===== src/rtl/cordic_arb_pkg.sv =====
// Shared defaults and types for the CORDIC vectoring arbiter slice.
package cordic_arb_pkg;

   localparam int DEF_N_REQ      = 4;
   localparam int DEF_DATA_W     = 32;
   localparam int DEF_LATENCY    = 9;
   localparam int DEF_FIFO_DEPTH = 10;
   localparam int ID_W           = $clog2(DEF_N_REQ);

   typedef struct packed {
      logic [ID_W-1:0]       id;
      logic [DEF_DATA_W-1:0] norm;
      logic [DEF_DATA_W-1:0] angle;
   } resp_t;

endpackage


===== src/rtl/cordic_resp_fifo.sv =====
// Circular response buffer with registered empty/count; head is read combinationally.
module cordic_resp_fifo #(
   parameter int WIDTH = 8,
   parameter int DEPTH = 10
) (
   input  logic                       clock,
   input  logic                       reset_n,
   input  logic                       push,
   input  logic [WIDTH-1:0]           push_data,
   input  logic                       pop,
   output logic [WIDTH-1:0]           head,
   output logic                       empty,
   output logic [$clog2(DEPTH+1)-1:0] count
);

   localparam int PTR_W = $clog2(DEPTH);
   localparam int CNT_W = $clog2(DEPTH + 1);

   logic [WIDTH-1:0] mem_r [DEPTH];
   logic [PTR_W-1:0] wr_ptr_r;
   logic [PTR_W-1:0] rd_ptr_r;
   logic [CNT_W-1:0] count_r;
   logic             empty_r;
   logic             full_r;
   logic             do_push_s;
   logic             do_pop_s;

   function automatic logic [PTR_W-1:0] next_ptr(input logic [PTR_W-1:0] p);
      return (p == PTR_W'(DEPTH - 1)) ? '0 : p + PTR_W'(1);
   endfunction

   assign do_pop_s  = pop & ~empty_r;
   assign do_push_s = push & (~full_r | do_pop_s);

   // Storage needs no reset: the head is masked while empty
   always_ff @(posedge clock) begin
      if (do_push_s) begin
         mem_r[wr_ptr_r] <= push_data;
      end
   end

   // Pointers, occupancy and flags
   always_ff @(posedge clock or negedge reset_n) begin
      if (!reset_n) begin
         wr_ptr_r <= '0;
         rd_ptr_r <= '0;
         count_r  <= '0;
         empty_r  <= 1'b1;
         full_r   <= 1'b0;
      end else begin
         if (do_push_s) begin
            wr_ptr_r <= next_ptr(wr_ptr_r);
         end
         if (do_pop_s) begin
            rd_ptr_r <= next_ptr(rd_ptr_r);
         end
         case ({do_push_s, do_pop_s})
            2'b10: begin
               count_r <= count_r + CNT_W'(1);
               empty_r <= 1'b0;
               full_r  <= (count_r == CNT_W'(DEPTH - 1));
            end
            2'b01: begin
               count_r <= count_r - CNT_W'(1);
               empty_r <= (count_r == CNT_W'(1));
               full_r  <= 1'b0;
            end
            default: begin
            end
         endcase
      end
   end

   assign head  = empty_r ? '0 : mem_r[rd_ptr_r];
   assign empty = empty_r;
   assign count = count_r;

   cordic_resp_fifo_chk u_chk (
      .clock   (clock),
      .reset_n (reset_n),
      .push    (push),
      .pop     (pop),
      .full    (full_r),
      .empty   (empty_r)
   );

endmodule


===== src/rtl/cordic_resp_fifo_chk.sv =====
// Protocol checker for the response FIFO: no write into a full buffer, no read of an empty one.
module cordic_resp_fifo_chk (
   input logic clock,
   input logic reset_n,
   input logic push,
   input logic pop,
   input logic full,
   input logic empty
);

   // Sample FIFO handshakes once per clock while out of reset
   always_ff @(posedge clock or negedge reset_n) begin
      if (!reset_n) begin
      end else begin
         assert (!(push && full));
         assert (!(pop && empty));
      end
   end

endmodule


===== src/rtl/cordic_vectoring_arbiter.sv =====
// Round-robin front end sharing one fixed-latency CORDIC vectoring pipeline,
// with a latency-matched id tag pipeline and a credit-protected response FIFO.
module cordic_vectoring_arbiter
   import cordic_arb_pkg::*;
#(
   parameter int N_REQ      = DEF_N_REQ,
   parameter int DATA_W     = DEF_DATA_W,
   parameter int LATENCY    = DEF_LATENCY,
   parameter int FIFO_DEPTH = DEF_FIFO_DEPTH
) (
   input  logic                       clock,
   input  logic                       reset_n,
   input  logic [N_REQ-1:0]           req_valid,
   output logic [N_REQ-1:0]           req_ready,
   input  logic [N_REQ*DATA_W-1:0]    req_x,
   input  logic [N_REQ*DATA_W-1:0]    req_y,
   output logic [DATA_W-1:0]          cordic_x,
   output logic [DATA_W-1:0]          cordic_y,
   output logic                       cordic_reset,
   input  logic [DATA_W-1:0]          cordic_norm,
   input  logic [DATA_W-1:0]          cordic_angle,
   output logic                       resp_valid,
   input  logic                       resp_ready,
   output logic [$clog2(N_REQ)-1:0]   resp_id,
   output logic [DATA_W-1:0]          resp_norm,
   output logic [DATA_W-1:0]          resp_angle
);

   localparam int IDW   = $clog2(N_REQ);
   localparam int FC_W  = $clog2(FIFO_DEPTH + 1);
   localparam int CNT_W = FC_W + 1;
   localparam int ENT_W = IDW + 2 * DATA_W;

   logic [IDW-1:0]                rr_ptr_r;
   logic [IDW-1:0]                grant_id_s;
   logic [IDW-1:0]                cand_s;
   logic                          grant_vld_s;
   logic                          hit_s;
   logic                          can_issue_s;
   logic                          handshake_s;
   logic [LATENCY-1:0]            tag_vld_r;
   logic [LATENCY-1:0][IDW-1:0]   tag_id_r;
   logic [FC_W-1:0]               inflight_r;
   logic [FC_W-1:0]               fifo_count_s;
   logic                          fifo_empty_s;
   logic                          pop_s;
   logic [ENT_W-1:0]              push_data_s;
   logic [ENT_W-1:0]              head_s;

   // Both counts are registered, so a pop only frees its credit on the following cycle
   assign can_issue_s = reset_n &
                        ((CNT_W'(inflight_r) + CNT_W'(fifo_count_s)) < CNT_W'(FIFO_DEPTH));

   // First requester at or after rr_ptr, searching upward with wrap
   always_comb begin
      grant_vld_s = 1'b0;
      grant_id_s  = rr_ptr_r;
      cand_s      = '0;
      hit_s       = 1'b0;
      for (int off = 0; off < N_REQ; off++) begin
         cand_s      = IDW'((int'(rr_ptr_r) + off) % N_REQ);
         hit_s       = ~grant_vld_s & req_valid[cand_s];
         grant_id_s  = hit_s ? cand_s : grant_id_s;
         grant_vld_s = grant_vld_s | hit_s;
      end
   end

   assign handshake_s = can_issue_s & grant_vld_s;

   // One-hot grant to the selected requester
   always_comb begin
      req_ready = '0;
      if (handshake_s) begin
         req_ready[grant_id_s] = 1'b1;
      end else begin
         req_ready = '0;
      end
   end

   assign cordic_x     = handshake_s ? req_x[grant_id_s*DATA_W +: DATA_W] : '0;
   assign cordic_y     = handshake_s ? req_y[grant_id_s*DATA_W +: DATA_W] : '0;
   assign cordic_reset = ~reset_n;

   // Pointer advance, tag shift aligned with datapath capture, in-flight tally
   always_ff @(posedge clock or negedge reset_n) begin
      if (!reset_n) begin
         rr_ptr_r   <= '0;
         tag_vld_r  <= '0;
         tag_id_r   <= '0;
         inflight_r <= '0;
      end else begin
         if (handshake_s) begin
            rr_ptr_r <= (grant_id_s == IDW'(N_REQ - 1)) ? '0 : grant_id_s + IDW'(1);
         end
         tag_vld_r  <= {tag_vld_r[LATENCY-2:0], handshake_s};
         tag_id_r   <= {tag_id_r[LATENCY-2:0], grant_id_s};
         inflight_r <= inflight_r + FC_W'(handshake_s) - FC_W'(tag_vld_r[LATENCY-1]);
      end
   end

   assign push_data_s = {tag_id_r[LATENCY-1], cordic_norm, cordic_angle};
   assign pop_s       = ~fifo_empty_s & resp_ready;

   cordic_resp_fifo #(
      .WIDTH (ENT_W),
      .DEPTH (FIFO_DEPTH)
   ) u_fifo (
      .clock     (clock),
      .reset_n   (reset_n),
      .push      (tag_vld_r[LATENCY-1]),
      .push_data (push_data_s),
      .pop       (pop_s),
      .head      (head_s),
      .empty     (fifo_empty_s),
      .count     (fifo_count_s)
   );

   assign resp_valid = ~fifo_empty_s;
   assign {resp_id, resp_norm, resp_angle} = head_s;

endmodule

===== config.mk =====
export PLATFORM = sky130hd
export DESIGN_NAME = cordic_vectoring_arbiter
export DESIGN_NICKNAME = d
export VERILOG_FILES = /design/src/rtl/cordic_arb_pkg.sv /design/src/rtl/cordic_resp_fifo.sv /design/src/rtl/cordic_resp_fifo_chk.sv /design/src/rtl/cordic_vectoring_arbiter.sv
export SDC_FILE = /design/constraint.sdc
export NUM_CORES = 1
export LEC_CHECK = 0
export BUFFER_PORTS_ARGS = -buffer_cell sky130_fd_sc_hd__buf_2
export CAP_MARGIN = 10
export CELL_PAD_IN_SITES_DETAIL_PLACEMENT = 0
export CELL_PAD_IN_SITES_GLOBAL_PLACEMENT = 1
export CORE_AREA = 5 5 256 258
export CTS_CLUSTER_DIAMETER = 60
export DETAILED_ROUTE_END_ITERATION = 7
export DIE_AREA = 0 0 261 263
export GPL_TIMING_DRIVEN = 1
export PLACE_DENSITY = 0.74
export RECOVER_POWER = 100
export REMOVE_ABC_BUFFERS = 1
export SETUP_SLACK_MARGIN = 0.02
export SLEW_MARGIN = 20
export SYNTH_ARGS = -nofsm -noshare
export SYNTH_HDL_FRONTEND = slang
export SYNTH_SLANG_ARGS = --single-unit

===== constraint.sdc =====
create_clock -name clock -period 19.6 [get_ports clock]
set_clock_uncertainty 0.2 [all_clocks]
set_input_delay 3.92 -clock clock [delete_from_list [all_inputs] [get_ports clock]]
set_output_delay 3.92 -clock clock [all_outputs]
set_load 0.03 [all_outputs]

==> metrics, run 1 <==
width of the die 261 µm; # port buffers 462; final worst path period share 0.728; placed cell area 32,300 µm²; Post-Syn Area 29,200 µm²; Worst Hold Class register to register; die area 68,600 µm²; layout cell share with drive strength beyond 1 0.252; Leakage Power 11.7 nW; Worst VDD drop 0.0803 mV; Max-slew headroom -2.00; Pins Over Slew Limit 923; Die H 263 µm; failing checks capacitance limit, slew limit; GR peak layer met2; dpl cells 2,762; I/O pin total 463; Sum Neg Setup Slack 0 ps; min Tclk post-route 14,270 ps; initial antenna violation count 29; Synth area leaders edfxtp_1 68%, mux4_2 10%, mux2i_1 6.7%; Vias 16.3k; M2 GR Usage 0.390; Hold Vio Cnt, Final 0; final instance area 34,300 µm²; crit path DAT 10,150 ps; status finished, violations left; synthesized flop and latch total 707; Post-Route WL 75,700 µm; Critical Path Fanout Max 64; Synth cell types 48; critical path class input port to primary output; f_max 70.1 MHz; max-cap viol count 22; global-route wire length before repair 111,000 µm; Layout Cells excl Fill 2,897; TritonCTS clock tree built; Fin Hold WS 140 ps; Root Buffer Master clkbuf_16; Clock transition at path regs 60 ps; yosys warns 0; average size of a mapped cell 19.1 µm²; Post CTS Setup Buffer Count 0; GPL Wtd Cong 0.990; Seq/Total Area, Yosys 0.719; EDFF count, synth 660; Yosys top cell area share 0.679; Initial DRC Count 1,049; largest area contributor in the netlist edfxtp_1; Routed Antenna Nets 0; Resized cells post-CTS 0; PD cells 150 nW/µm²; CTS Buf Count 69; Post-route DRC 0; final worst-path setup slack 5330 ps; Slew @ Worst Pin 4500 ps; pin count of the biggest net entering global routing 81; DR WL/cell 26.1 µm; cts hold-fix bufs 0; CTS H-tree lvls 3; grt met3 use 0.0442; unrepaired setup endpoints after global routing false; CTS sink cnt 707; crit end category primary output; # nets final 2,331; top_reg_cell synth edfxtp_1; reg2reg path depth 6; DR pass1 iterations 5; area grow syn2layout 17.4%; Cell Rows 92; Worst Path Required 15,480 ps; Gate Count Post-Synth 1,531; final core occ 0.546; Global Route Usage Sum 0.218; met1 usage 0.267; Post-synth top cells 660 x edfxtp_1, 195 x mux2i_1, 132 x a211oi_1, 132 x mux4_2, 71 x nor2b_1; Worst-Skew Late Latency 590 ps; async set or reset register ratio after synthesis 0.0665; multi-input logic area 7550 µm²; dpl ws 8150 ps; Sequential Area 21,000 µm²; HPWL after DPL 47,900 µm; starting density of the core 0.465; core outline area 62,700 µm²; grt ovf 0; Vias/cell 5.62; number of global-route vias before repair 17.2k; Hold Path Stages 0; total power after layout 5.13 mW; final setup fails 0; Clock Tree Buf Depth 3; Fillers 5,114; startpoint types input port; most frequent cell after synthesis edfxtp_1
-- worst paths after layout --
| path | start | endpoint | slack, ps |
|---|---|---|---|
| setup / recovery | reset_n | cordic_x[2] | 5330 |
| hold / removal | tag_id_r[7] | tag_id_r[9] | 140 |
| setup reg to reg | u_fifo.empty | u_fifo.mem_r[7][25] | 10870 |
| hold reg to reg | tag_id_r[7] | tag_id_r[9] | 140 |
| max in group asynchronous | reset_n | u_fifo.rd_ptr_r[0] | 13390 |
| min in group asynchronous | reset_n | rr_ptr_r[1] | 4010 |
-- cell usage in the layout, fill, tap and decap left out, types with 11 or more instances in the layout --
cell,instances
diode_2,11
inv_1,19
ha_1,15
bufinv_16,11
clkbuf_1,227
clkinv_1,12
mux4_2,132
o22ai_1,64
dfrtp_1,43
nor2b_1,71
edfxtp_1,660
buf_2,265
clkbuf_16,72
mux2i_1,195
a211oi_1,132
-- where the power goes --
part	switching, mW	internal [mW]
clock network	0.538	0.820
registers	0.123	1.76
logic	1.17	0.715
total	1.83	3.30
-- routing by layer --
metal | vias to the layer above | part of all wire
li1 | 7214 | -
met1 | 8334 | 0.37
met2 | 587 | 0.54
met3 | 125 | 0.065
met4 | 12 | 0.032
met5 | - | 0.0010
-- cell type report --
cell class	instances	share of cell area
antenna	11	0.000803
clock buffer	84	0.0539
clock inverter	40	0.0147
inverter	20	0.00219
multi-input combinational	699	0.220
sequential	707	0.613
tap	846	0.0309
timing repair buffer	490	0.0644
-- flip-flops by register name (all words and copies together), names as in the netlist --
| signal | count |
|---|---|
| rr_ptr_r | 2 |
| u_fifo.mem_r | 660 |
| push_data_s | 2 |
| u_fifo.count | 4 |
| u_fifo.empty | 1 |
| u_fifo.wr_ptr_r | 4 |
| tag_id_r | 16 |
| u_fifo.full_r | 1 |
| tag_vld_r | 9 |
| inflight_r | 4 |
| u_fifo.rd_ptr_r | 4 |
-- logic make-up after synthesis --
family / synth area share
AO/OA/AOI/OAI: 0.0538
XOR/XNOR: 0.00330
adder cells (fa/ha/maj): 0.00780
flip-flops: 0.719
multiplexers: 0.169
buffers and inverters: 0.0216
AND/OR/NAND/NOR: 0.0249
-- critical path, cell delays in order --
cell and delay, ps:
buf_2 70, clkbuf_1 1790, inv_1 210, nor3_1 620
nand3_1 1940, o22ai_1 1160, clkbuf_1 380
(Power assumes the default switching activity.)
==> inputs of run 2 (changes only) <==
Clock period 19.6 ns to 14.65 ns, I/O delays scaled along.
==> run 2 against run 1 <==
  * The flow still finishes with violations (capacitance limit, slew limit)
  * Cell count up 0.17%
  * Die area unchanged
  * Design area down 0.14%
  * Worst hold slack better by 7.6 ps
==> metrics, run 2 (same netlist as run 1, synthesis figures left out) <==
status finished, violations left (unchanged); failing checks capacitance limit, slew limit (unchanged); Fillers 5,012 (was 5,114); PD cells 198 nW/µm² (was 150 nW/µm²); Worst path slowest cell nor2_1 (was nand3_1); Leakage Power 11.7 nW (about the same); # port buffers 462 (unchanged); max-cap viol count 21 (was 22); CTS H-tree lvls 3 (unchanged); Max-slew headroom -1.69 (was -2.00); startpoint types input port (unchanged); commonest non-fill, non-tap cell in the layout edfxtp_1 (unchanged); DR pass1 iterations 5 (unchanged); DR WL/cell 26.3 µm (was 26.1 µm); I/O pin total 463 (unchanged); Sequential Area 21,000 µm² (unchanged); Worst Path Required 11,520 ps (was 15,480 ps); f_max 92.6 MHz; multi-input logic area 7590 µm² (was 7550 µm²); HPWL after DPL 47,900 µm (about the same); min Tclk post-route 10,800 ps; grt ovf 0 (unchanged); total power after layout 6.79 mW (was 5.13 mW); core outline area 62,700 µm² (unchanged); Worst Hold Class register to register (unchanged); Pins Over Slew Limit 913 (was 923); final worst path period share 0.737; Post CTS Setup Buffer Count 0 (unchanged); CTS Buf Count 69 (unchanged); Post-route DRC 0 (unchanged); Initial DRC Count 1,018 (was 1,049); crit path DAT 7670 ps (was 10,150 ps); final setup fails 0 (unchanged); placed cell area 32,300 µm² (about the same); crit path cell chain clkbuf_1 > nor2b_1 > a2111oi_0 > nor2_1 > buf_4 > buf_6 > mux2i_1 > o22ai_1 > clkbuf_1 (was buf_2 > clkbuf_1 > inv_1 > nor3_1 > nand3_1 > o22ai_1 > clkbuf_1); Worst-Skew Late Latency 590 ps (about the same); Vias/cell 5.62 (about the same); pin count of the biggest net entering global routing 126 (was 81); Resized cells post-CTS 0 (unchanged); Slew @ Worst Pin 4040 ps (was 4500 ps); cts hold-fix bufs 0 (unchanged); CTS sink cnt 707 (unchanged); critical path class input port to primary output (unchanged); starting density of the core 0.465 (unchanged); global-route wire length before repair 112,000 µm (was 111,000 µm); unrepaired setup endpoints after global routing false (unchanged); Worst VDD drop 0.182 mV (was 0.0803 mV); final instance area 34,200 µm² (was 34,300 µm²); crit end category primary output (unchanged); Die H 263 µm (unchanged); Vias 16.3k (about the same); # nets final 2,331 (unchanged); Routed Antenna Nets 0 (unchanged); commonest cells after routing, fill and taps aside 660 x edfxtp_1, 267 x buf_2, 227 x clkbuf_1 (was 660 x edfxtp_1, 265 x buf_2, 227 x clkbuf_1); Top reg by flops u_fifo.mem_r (unchanged); cell mode on critical path clkbuf_1 (unchanged); Cell Rows 92 (unchanged); TritonCTS clock tree built (unchanged); Root Buffer Master clkbuf_16 (unchanged); Post-Route WL 76,300 µm (was 75,700 µm); Clock Tree Buf Depth 3 (unchanged); number of global-route vias before repair 17.2k (about the same); Critical Path Fanout Max 71 (was 64); Clock transition at path regs 60 ps (about the same); max reg flops 660 (unchanged); GPL Wtd Cong 0.990 (unchanged); CP peak stage delay 1960 ps (was 1940 ps); width of the die 261 µm (unchanged); Regs by FF count u_fifo.mem_r (660), tag_id_r (16), tag_vld_r (9) (unchanged); initial antenna violation count 29 (unchanged); layout cell share with drive strength beyond 1 0.255 (was 0.252); Global Route Usage Sum 0.219 (was 0.218); area grow syn2layout 17.2% (was 17.4%); Hold Vio Cnt, Final 0 (unchanged); die area 68,600 µm² (unchanged)
run 2: cell count changes in the layout (fill, tap and decap cells not counted), moves of 3 or more:
| cell | previous run | this run |
|---|---|---|
| buf_4 | 10 | 7 |
| bufinv_16 | 11 | 7 |
| clkinv_2 | 6 | 13 |
| diode_2 | 11 | 14 |
| nor4_1 | 4 | 1 |
| nor4_2 | 0 | 3 |
run 2: path summary, 6_finish.rpt:
path                       slack (ps)          from                   to  cells after the start
hold / removal                    150  tag_vld_r[3]         tag_vld_r[4]                      0
setup reg to reg                 6100  u_fifo.empty  u_fifo.mem_r[7][62]                      6
min in group asynchronous        3040       reset_n          rr_ptr_r[1]                      2
hold reg to reg                   150  tag_vld_r[3]         tag_vld_r[4]                      0
setup / recovery                 3850  req_valid[2]         cordic_x[15]                      9
max in group asynchronous        9400       reset_n   u_fifo.rd_ptr_r[2]                      2
run 2: routing by layer:
layer / wire length [µm] / vias up / track usage
li1: - / 7232 / -
met1: 28100 / 8329 / 0.263
met2: 40700 / 597 / 0.390
met3: 4660 / 135 / 0.0458
met4: 2790 / 8 / 0.0803
met5: 48 / - / 0
run 2: worst max-delay path: cells and delay by family:
family | cells | cell delay [ps]
buffers and inverters | 4 | 1930
AOI/OAI and AO/OA | 2 | 310
and+or+nand+nor | 2 | 2150
muxes | 1 | 200
run 2: layout make-up:
cell class / count / share of cell area
Inverter: 20 / 0.00219
Sequential cell: 707 / 0.614
Timing Repair Buffer: 490 / 0.0650
Antenna cell: 14 / 0.00102
Tap cell: 846 / 0.0309
Clock inverter: 40 / 0.0117
Multi-Input combinational cell: 699 / 0.222
Clock buffer: 86 / 0.0538
run 2: through the flow:
| stage | setup TNS (ps) | util | hold WS (ps) | std cells | worst slack, ps |
|---|---|---|---|---|---|
| after floorplan | -43110 | - | 131 | 1426 | -695 |
| after global placement | 0 | 0.515 | 133 | 2761 | 5210 |
| after detailed placement | 0 | 0.515 | 135 | 2761 | 5040 |
| after CTS | 0 | 0.551 | 148 | 2887 | 5020 |
| after global routing | 0 | 0.546 | 152 | 2899 | 3200 |
| final | 0 | 0.546 | 147 | 2902 | 3850 |
run 2: report_power, final:
part           total (mW)  switching (mW)  internal (mW)
Clock                1.74           0.719           1.02
Combinational        2.50            1.54          0.963
Sequential           2.55           0.197           2.36
Total                6.79            2.45           4.34
==> inputs of run 3 (changes only) <==
Clock period 14.65 ns to 10.5 ns, I/O delays scaled along.
==> run 3 against run 2 <==
  * The flow still finishes with violations (capacitance limit, slew limit)
  * Critical path depth decreased by 1
  * Register-to-register slack worse by 3900 ps
  * Combinational power up 40%
  * Sequential power is 38% higher
  * Setup slack got worse by 2000 ps
  * Via count is 0.44% higher
  * Sequential cell count unchanged
  * Power grew 39%
  * Die area unchanged
  * Utilization about the same
  * Sequential share of layout area is essentially flat
  * First-iteration DRC count is 19% higher
  * Largest cell class unchanged
  * Highest routed layer unchanged
==> metrics, run 3 (same netlist as run 1, synthesis figures left out) <==
die area 68,600 µm² (unchanged); failing checks capacitance limit, slew limit (unchanged); Pins Over Slew Limit 672 (was 913); multi-input logic area 7590 µm² (unchanged); max-cap viol count 13 (was 21); final core occ 0.545 (was 0.546); cts hold-fix bufs 0 (unchanged); Hold Path Stages 0 (unchanged); Global Route Usage Sum 0.217 (was 0.219); final worst-path setup slack 1810 ps (was 3850 ps); DR WL/cell 26.1 µm (was 26.3 µm); dpl cells 2,762 (was 2,761); crit end category primary output (unchanged); Die H 263 µm (unchanged); final setup fails 0 (unchanged); Worst Hold Class register to register (unchanged); Sequential Area 21,000 µm² (about the same); reg2reg path depth 5 (was 6); # nets final 2,332 (was 2,331); final instance area 34,200 µm² (about the same); commonest cells after routing, fill and taps aside 660 x edfxtp_1, 265 x buf_2, 231 x clkbuf_1 (was 660 x edfxtp_1, 267 x buf_2, 227 x clkbuf_1); Post-Route WL 75,800 µm (was 76,300 µm); min Tclk post-route 8690 ps; layout cell share with drive strength beyond 1 0.254 (was 0.255); DR pass1 iterations 5 (unchanged); Vias 16.4k (was 16.3k); Resized cells post-CTS 0 (unchanged); Critical Path Fanout Max 102 (was 71); starting density of the core 0.465 (unchanged); Leakage Power 11.7 nW (about the same); Cell Rows 92 (unchanged); crit path cell chain clkbuf_1 > nor2b_1 > a2111oi_0 > nor2_1 > buf_12 > mux2i_1 > o22ai_1 > clkbuf_1 (was clkbuf_1 > nor2b_1 > a2111oi_0 > nor2_1 > buf_4 > buf_6 > mux2i_1 > o22ai_1 > clkbuf_1); Worst-Skew Late Latency 590 ps (about the same); TritonCTS clock tree built (unchanged); max reg flops 660 (unchanged); area grow syn2layout 17.2% (about the same); WL met2 39,500 µm (was 40,700 µm); final worst path period share 0.828; dpl ws 3320 ps (was 5040 ps); placed cell area 32,300 µm² (about the same); Clock transition at path regs 60 ps (about the same); CTS sink cnt 707 (unchanged); cell mode on critical path clkbuf_1 (unchanged); global-route wire length before repair 111,000 µm (was 112,000 µm); Clock Tree Buf Depth 3 (unchanged); # port buffers 462 (unchanged); grt ovf 0 (unchanged); Fillers 5,066 (was 5,012); f_max 115 MHz; number of global-route vias before repair 17.0k (was 17.2k); Layout Cells excl Fill 2,904 (was 2,902); GPL Wtd Cong 0.960 (was 0.990); Slew @ Worst Pin 4230 ps (was 4040 ps); Post CTS Setup Buffer Count 0 (unchanged); core outline area 62,700 µm² (unchanged); M1 wire length 28,200 µm (was 28,100 µm); total power after layout 9.42 mW (was 6.79 mW); CTS H-tree lvls 3 (unchanged); I/O pin total 463 (unchanged); crit path DAT 6390 ps (was 7670 ps); Worst Path Required 8200 ps (was 11,520 ps); PD cells 275 nW/µm² (was 198 nW/µm²); Root Buffer Master clkbuf_16 (unchanged); Post-route DRC 0 (unchanged); unrepaired setup endpoints after global routing false (unchanged); DR top layer met5 (unchanged); Max-slew headroom -1.82 (was -1.69); critical path class input port to primary output (unchanged); Regs by FF count u_fifo.mem_r (660), tag_id_r (16), tag_vld_r (9) (unchanged); Initial DRC Count 1,209 (was 1,018); WL met3 5110 µm (was 4660 µm); initial antenna violation count 32 (was 29); commonest non-fill, non-tap cell in the layout edfxtp_1 (unchanged); pin count of the biggest net entering global routing 103 (was 126); startpoint types input port (unchanged); Routed Antenna Nets 0 (unchanged); HPWL after DPL 47,300 µm (was 47,900 µm); CTS Buf Count 70 (was 69); Worst VDD drop 0.195 mV (was 0.182 mV); Hold Vio Cnt, Final 0 (unchanged); width of the die 261 µm (unchanged); CP peak stage delay 2260 ps (was 1960 ps); Vias/cell 5.64 (was 5.62); status finished, violations left (unchanged); Top reg by flops u_fifo.mem_r (unchanged); Worst path slowest cell nor2_1 (unchanged)
run 3: metrics by stage:
step,hold WS [ps],setup TNS [ps]
2_1_floorplan,131,-264940
3_3_place_gp,133,0
3_5_place_dp,135,0
4_1_cts,144,0
5_1_grt,150,0
6_report,141,0
run 3: final cells by class:
cell class | count | area share
multi-input combinational | 699 | 0.222
clock inverter | 31 | 0.00932
tap | 846 | 0.0309
antenna | 19 | 0.00139
clock buffer | 92 | 0.0549
inverter | 20 | 0.00219
timing repair buffer | 490 | 0.0655
sequential | 707 | 0.614
run 3: path summary, 6_finish.rpt:
check,slack (ps),from,end
worst max-delay path,1810,req_valid[2],cordic_y[31]
worst min-delay path,140,tag_id_r[3],tag_id_r[5]
worst max register to register,2190,u_fifo.empty,u_fifo.mem_r[4][7]
worst min register to register,140,tag_id_r[3],tag_id_r[5]
max in group asynchronous,8210,reset_n,u_fifo.rd_ptr_r[3]
min in group asynchronous,1410,reset_n,rr_ptr_r[1]
run 3: where the power goes:
group / switching, mW / internal (mW)
combinational: 2.21 / 1.30
clock: 1.01 / 1.39
sequential: 0.224 / 3.29
run 3: metal layers:
layer	vias up	track usage
met5	-	0
met4	6	0.0882
met3	135	0.0482
met2	595	0.374
met1	8390	0.266
li1	7247	-
run 3: worst max-delay path, delay by kind of cell:
kind,cells,cell delay [ps]
simple gates,2,2450
buf+inv,3,1050
compound gates,2,390
mux,1,190
